<file path="src/rtl/instruction_fetch_unit.sv">
// Instruction fetch front end: fetch PC generation, single-outstanding imem req/ack
// handshake, prefetch queue feeding IR. Define IFU_PERF_CNT_EN to add fetch/stall counters.
module instruction_fetch_unit #(
   parameter int          DEPTH    = 2,
   parameter logic [15:0] RESET_PC = 16'h0000,
   parameter logic [15:0] PC_STEP  = 16'd1
) (
   input  logic        clock,
   input  logic        reset,
   output logic        imem_req,
   output logic [15:0] imem_addr,
   input  logic        imem_ack,
   input  logic [15:0] imem_data,
   output logic [15:0] ir,
   output logic [15:0] ir_pc,
   output logic        ir_valid,
   input  logic        advance,
   input  logic        redirect,
   input  logic [15:0] redirect_pc
`ifdef IFU_PERF_CNT_EN
   ,
   output logic [15:0] fetch_count,
   output logic [15:0] stall_count
`endif
);

   localparam int            PW   = (DEPTH > 1) ? $clog2(DEPTH) : 1;
   localparam int            CW   = $clog2(DEPTH + 1);
   localparam logic [CW-1:0] FULL = CW'(DEPTH);

   typedef enum logic [1:0] {IDLE, FETCH, DRAIN} state_t;

   state_t        state_q, state_d;
   logic [15:0]   fetch_pc_q, fetch_pc_d;
   logic [15:0]   redir_pc_q, redir_pc_d;
   logic [PW-1:0] rd_ptr_q, wr_ptr_q;
   logic [CW-1:0] count_q, count_after;
   logic          push, pop;
   logic [15:0]   data_mem [DEPTH];
   logic [15:0]   pc_mem   [DEPTH];

   // Redirect outranks both queue operations: the queue is about to be cleared anyway.
   assign push        = (state_q == FETCH) && imem_ack && !redirect;
   assign pop         = advance && ir_valid && !redirect;
   assign count_after = count_q + CW'(push) - CW'(pop);

   assign imem_req  = (state_q != IDLE);
   assign imem_addr = fetch_pc_q;
   assign ir_valid  = (count_q != '0);
   assign ir        = ir_valid ? data_mem[rd_ptr_q] : 16'h0000;
   assign ir_pc     = ir_valid ? pc_mem[rd_ptr_q]   : 16'h0000;

   always_comb begin
      // NOTE: every variable gets a default first so no path leaves it unassigned (no latch).
      state_d    = state_q;
      fetch_pc_d = fetch_pc_q;
      redir_pc_d = redir_pc_q;
      unique case (state_q)
         IDLE: begin
            if (redirect) begin
               fetch_pc_d = redirect_pc;
               state_d    = FETCH;
            end else if (count_q < FULL) begin
               state_d = FETCH;
            end
         end
         FETCH, DRAIN: begin
            if (redirect) begin
               if (imem_ack) begin
                  fetch_pc_d = redirect_pc;
                  state_d    = FETCH;
               end else begin
                  redir_pc_d = redirect_pc;
                  state_d    = DRAIN;
               end
            end else if (imem_ack) begin
               if (state_q == DRAIN) begin
                  fetch_pc_d = redir_pc_q;
                  state_d    = FETCH;
               end else begin
                  fetch_pc_d = fetch_pc_q + PC_STEP;
                  state_d    = (count_after < FULL) ? FETCH : IDLE;
               end
            end
         end
         default: state_d = IDLE;
      endcase
   end

   // NOTE: sequential state uses non-blocking assignments so every register samples pre-edge values.
   always_ff @(posedge clock) begin
      if (reset) begin
         state_q    <= IDLE;
         fetch_pc_q <= RESET_PC;
         redir_pc_q <= RESET_PC;
         rd_ptr_q   <= '0;
         wr_ptr_q   <= '0;
         count_q    <= '0;
      end else begin
         state_q    <= state_d;
         fetch_pc_q <= fetch_pc_d;
         redir_pc_q <= redir_pc_d;
         if (redirect) begin
            rd_ptr_q <= '0;
            wr_ptr_q <= '0;
            count_q  <= '0;
         end else begin
            if (push) wr_ptr_q <= wr_ptr_q + PW'(1);
            if (pop)  rd_ptr_q <= rd_ptr_q + PW'(1);
            count_q <= count_after;
         end
      end
   end

   // NOTE: queue storage is not reset; count_q gates everything visible on ir/ir_pc.
   always_ff @(posedge clock) begin
      if (push) begin
         data_mem[wr_ptr_q] <= imem_data;
         pc_mem[wr_ptr_q]   <= fetch_pc_q;
      end
   end

`ifdef IFU_PERF_CNT_EN
   logic [15:0] fetch_cnt_q, stall_cnt_q;

   always_ff @(posedge clock) begin
      if (reset) begin
         fetch_cnt_q <= '0;
         stall_cnt_q <= '0;
      end else begin
         if (push && (fetch_cnt_q != 16'hFFFF))
            fetch_cnt_q <= fetch_cnt_q + 16'd1;
         if (imem_req && !imem_ack && (stall_cnt_q != 16'hFFFF))
            stall_cnt_q <= stall_cnt_q + 16'd1;
      end
   end

   assign fetch_count = fetch_cnt_q;
   assign stall_count = stall_cnt_q;
`else
   // Counters absent: no extra state or ports.
`endif

endmodule
</file>
<file path="config.mk">
export PLATFORM = sky130hd
export DESIGN_NAME = instruction_fetch_unit
export DESIGN_NICKNAME = d
export VERILOG_FILES = /design/src/rtl/instruction_fetch_unit.sv
export SDC_FILE = /design/constraint.sdc
export NUM_CORES = 1
export LEC_CHECK = 0
export ABC_AREA = 1
export BUFFER_PORTS_ARGS = -buffer_cell sky130_fd_sc_hd__buf_2
export CAP_MARGIN = 10
export CORE_MARGIN = 3
export CORE_UTILIZATION = 60
export DETAILED_ROUTE_END_ITERATION = 16
export PLACE_DENSITY = 0.9
export SLEW_MARGIN = 20
export SYNTH_ARGS = -nofsm -noshare
export SYNTH_HDL_FRONTEND = slang
export SYNTH_SLANG_ARGS = --single-unit
</file>
<file path="constraint.sdc">
create_clock -name clock -period 5.1 [get_ports clock]
set_clock_uncertainty 0.2 [all_clocks]
set_input_delay 1.275 -clock clock [delete_from_list [all_inputs] [get_ports clock]]
set_output_delay 1.275 -clock clock [all_outputs]
set_load 0.05 [all_outputs]
</file>
==> out/qor.yml <==
yosys:
  ys.flop_type: "edfxtp_1"
  ys_top_cells_by_count: "nand2_1 (107), a21oi_1 (82), edfxtp_1 (64)"
  synth.area.mux_share_pct: 0
  synth_area_leaders: "edfxtp_1 (41%), dfxtp_1 (17%), a21oi_1 (8.8%), nand2_1 (8.6%), a21oi_2 (3.6%)"
  yosysWarningCount: 0
  synthesis.area_mm2: 0.004663
  synth-edff-count: 64
  synthArstFlopShare_pct: 0
  syn_area_per_cell_um2: 9.345
  synth_seq_area_share_pct: 57.96
  synth_xor_area_share_pct: 0.9391
  syn-num-nets: 543
  ys_ff_latch: 103
  yosys.area_share.adder_pct: 1.878
  netlist_instances: 499
  synth_compound_area_share_pct: 17.98
  yosys.area.top_type: "edfxtp_1"
  synth_simple_gate_area_share_pct: 14.65
  synth_top_family_by_area: "compound AO/OA/AOI/OAI gates"
  synth_top_area_share_pct: 41.21
  yosysMostFrequentCell: "nand2_1"
  synth_cell_type_count: 29
grt:
  globalRouteMet2Util_pct: 37.06
  grtUsageMet3_pct: 5.369
  busiest_layer: "met2"
  overflow: 0
  grtUsageTotal_pct: 23.18
  grt_pass1_wl_um: 15920
  antenna_found_initial: 0
  use_met1_pct: 30.91
  grt_pass1_vias: 3361
  grt_max_degree: 34
worst_hold_path:
  min_from: "redir_pc_q[3]"
  min_to: "redir_pc_q[3]"
  hold_class: "reg -> reg"
  min_path_cells: 2
detailed_routing:
  vias: 3680
  wirelength_um: 9943
  drt_iter0_drc: 213
  vias_per_cell: 5.420
  postRouteAntennaNets: 0
  first_pass_iters: 4
  drc: 0
  post_drt_wl_per_cell_um: 14.64
sta:
  tightest_slew_ns: 0.9444
  rsz0062_at_grt: "no"
  fmax_mhz: 265.8
  hold_viol: 0
  finalCritPeriodShare_pct: 73.78
  slew_viol_final: 0
  max_slew_margin_pct: 36.97
  setup_violations: 0
  fin_setup_tns_ns: 0
  fin_crit_ns: 3.763
floorplanning:
  dieWidth_um: 94.16
  core_area_mm2: 0.007408
  rows: 31
  die_area_mm2: 0.008866
  io_pins: 87
  start_util_pct: 62.95
  die_h_um: 94.16
layout:
  synthToLayoutAreaGrowth_pct: 13.90
  stdcell_count: 679
  final-seq-area_mm2: 0.002703
  nets: 619
  multi_input_area_mm2: 0.001665
  fillers: 550
  utilization_pct: 71.69
  diodes: 0
  drive_gt1_share_pct: 24.66
power:
  vdd_ir_drop_max_mv: 0.2375
  p_seq_share_pct: 54.5
  switching_share_pct: 33.32
  p_clk_share_pct: 25.8
  p_int_w: 0.001224
  power.leakage_nw: 2.188
  power_switching_w: 0.0006119
  powerDensity_mw_per_mm2: 345.7
  comb_power_share_pct: 19.6
placed_design:
  gp_congestion: 0.8030
  dp_hpwl_um: 6721
  dp_cells: 663
  io_buffers: 86
clock_tree:
  cts_resized: 0
  clock-sinks: 103
  cts_made_buffers: 9
  htree_num_levels: 3
  root_buffer: "clkbuf_8"
  post_cts_buffers: 0
  clkLatencyLatePin_ns: 0.37
  cts_hold_buf: 0
  tritoncts: "done"
  clkSlewWorstSetupHoldPaths_ns: 0.10
  clock_path_buffers: 2
critical_path:
  worstSetupStartpointType: "flop"
  path_class: "reg -> out"
  r2r_setup_slack_ns: 2.46
  crit_path_end_kind: "primary output"
  reg2reg_from: "count_q[1]"
  worstPathArrival_ns: 2.29
  crit_chain: "buf_4 > inv_1 > nand2_1 > a21oi_1 > buf_2"
  slowest_stage: "inv_1"
  crit_fanout: 33
  worstRegToRegCells: 13
  slowest_delay_ns: 0.73
  r2r_end: "state_q[0]"
  required_ns: 3.62
outcome:
  status: "finished clean"
job:
  drv_cap: 0
## power groups by stage
stage | clock network [W] | registers [W] | logic (W)
3_3_place_gp | 0 | 0.00101 | 0.000349
3_5_place_dp | 0 | 0.00102 | 0.000357
5_1_grt | 0.000512 | 0.00101 | 0.000392
4_1_cts | 0.000478 | 0.00100 | 0.000359
2_1_floorplan | 0 | 0.00108 | 0.000204
6_report | 0.000475 | 0.00100 | 0.000360
## cell families after synthesis
kind of cell / after synthesis
AND/OR/NAND/NOR: 164
adder cells (fa/ha/maj): 7
AO/OA/AOI/OAI: 148
flip-flops: 103
XOR/XNOR: 5
buffers and inverters: 72
## per-stage QoR
stage / instance area [µm²] / worst slack [ns] / hold WS (ns) / total power [W]
detailed placement: 5130 / 1.769 / 0.2437 / 0.001376
floorplan: 4663 / 1.616 / 0.2306 / 0.001287
finish: 5311 / 1.337 / 0.2586 / 0.001836
CTS: 5311 / 1.354 / 0.2590 / 0.001836
global route: 5311 / 1.123 / 0.2805 / 0.001914
global placement: 5125 / 1.809 / 0.2402 / 0.001364
## layout make-up
type                            instances  share of cell area (%)
Inverter                               48                   3.486
Clock buffer                            9                   2.332
Clock inverter                          7                   1.084
Tap cell                               99                   2.332
Timing Repair Buffer                   89                   8.528
Multi-Input combinational cell        324                   31.35
Sequential cell                       103                   50.88
## worst max-delay path: cells and delay by family, from the launching register on
kind | cells | cell delay (ns)
buffers and inverters | 3 | 1.26
DFF | 1 | 0.31
AOI/OAI and AO/OA | 1 | 0.21
and+or+nand+nor | 1 | 0.13
## how the worst max path moves through the flow
stage / start / cells after the start / endpoint
final: flop / 5 / ir_pc[14]
after global routing: flop / 5 / ir_pc[15]
after CTS: flop / 5 / ir_pc[14]
after detailed placement: flop / 5 / ir_pc[14]
after global placement: flop / 5 / ir_pc[15]
after floorplan: redirect / 3 / data_mem[0][0]
## state kept, by name, summed over array words and instances (netlist names), named ones only
signal      flops
count_q         2
state_q         2
pc_mem         32
redir_pc_q     16
rd_ptr_q        1
imem_addr      16
data_mem       32
wr_ptr_q        1
## layout by cell type, fill, tap and decap left out, drive strengths merged
master	instances
dfxtp	39
nor2	29
xnor2	2
nand3b	2
inv	50
nand2	109
or2	1
buf	89
a21oi	101
xor2	3
o21ai	45
clkinvlp	1
clkinv	4
ha	7
edfxtp	64
nand4	3
nand3	20
o211ai	1
clkbuf	9
o21bai	1
## routing by layer
layer | wire, µm | vias up
met5 | 0 | -
met4 | 159 | 0
met3 | 781 | 18
met2 | 4741 | 145
met1 | 4261 | 1677
li1 | - | 1840
(Power assumes the default switching activity.)
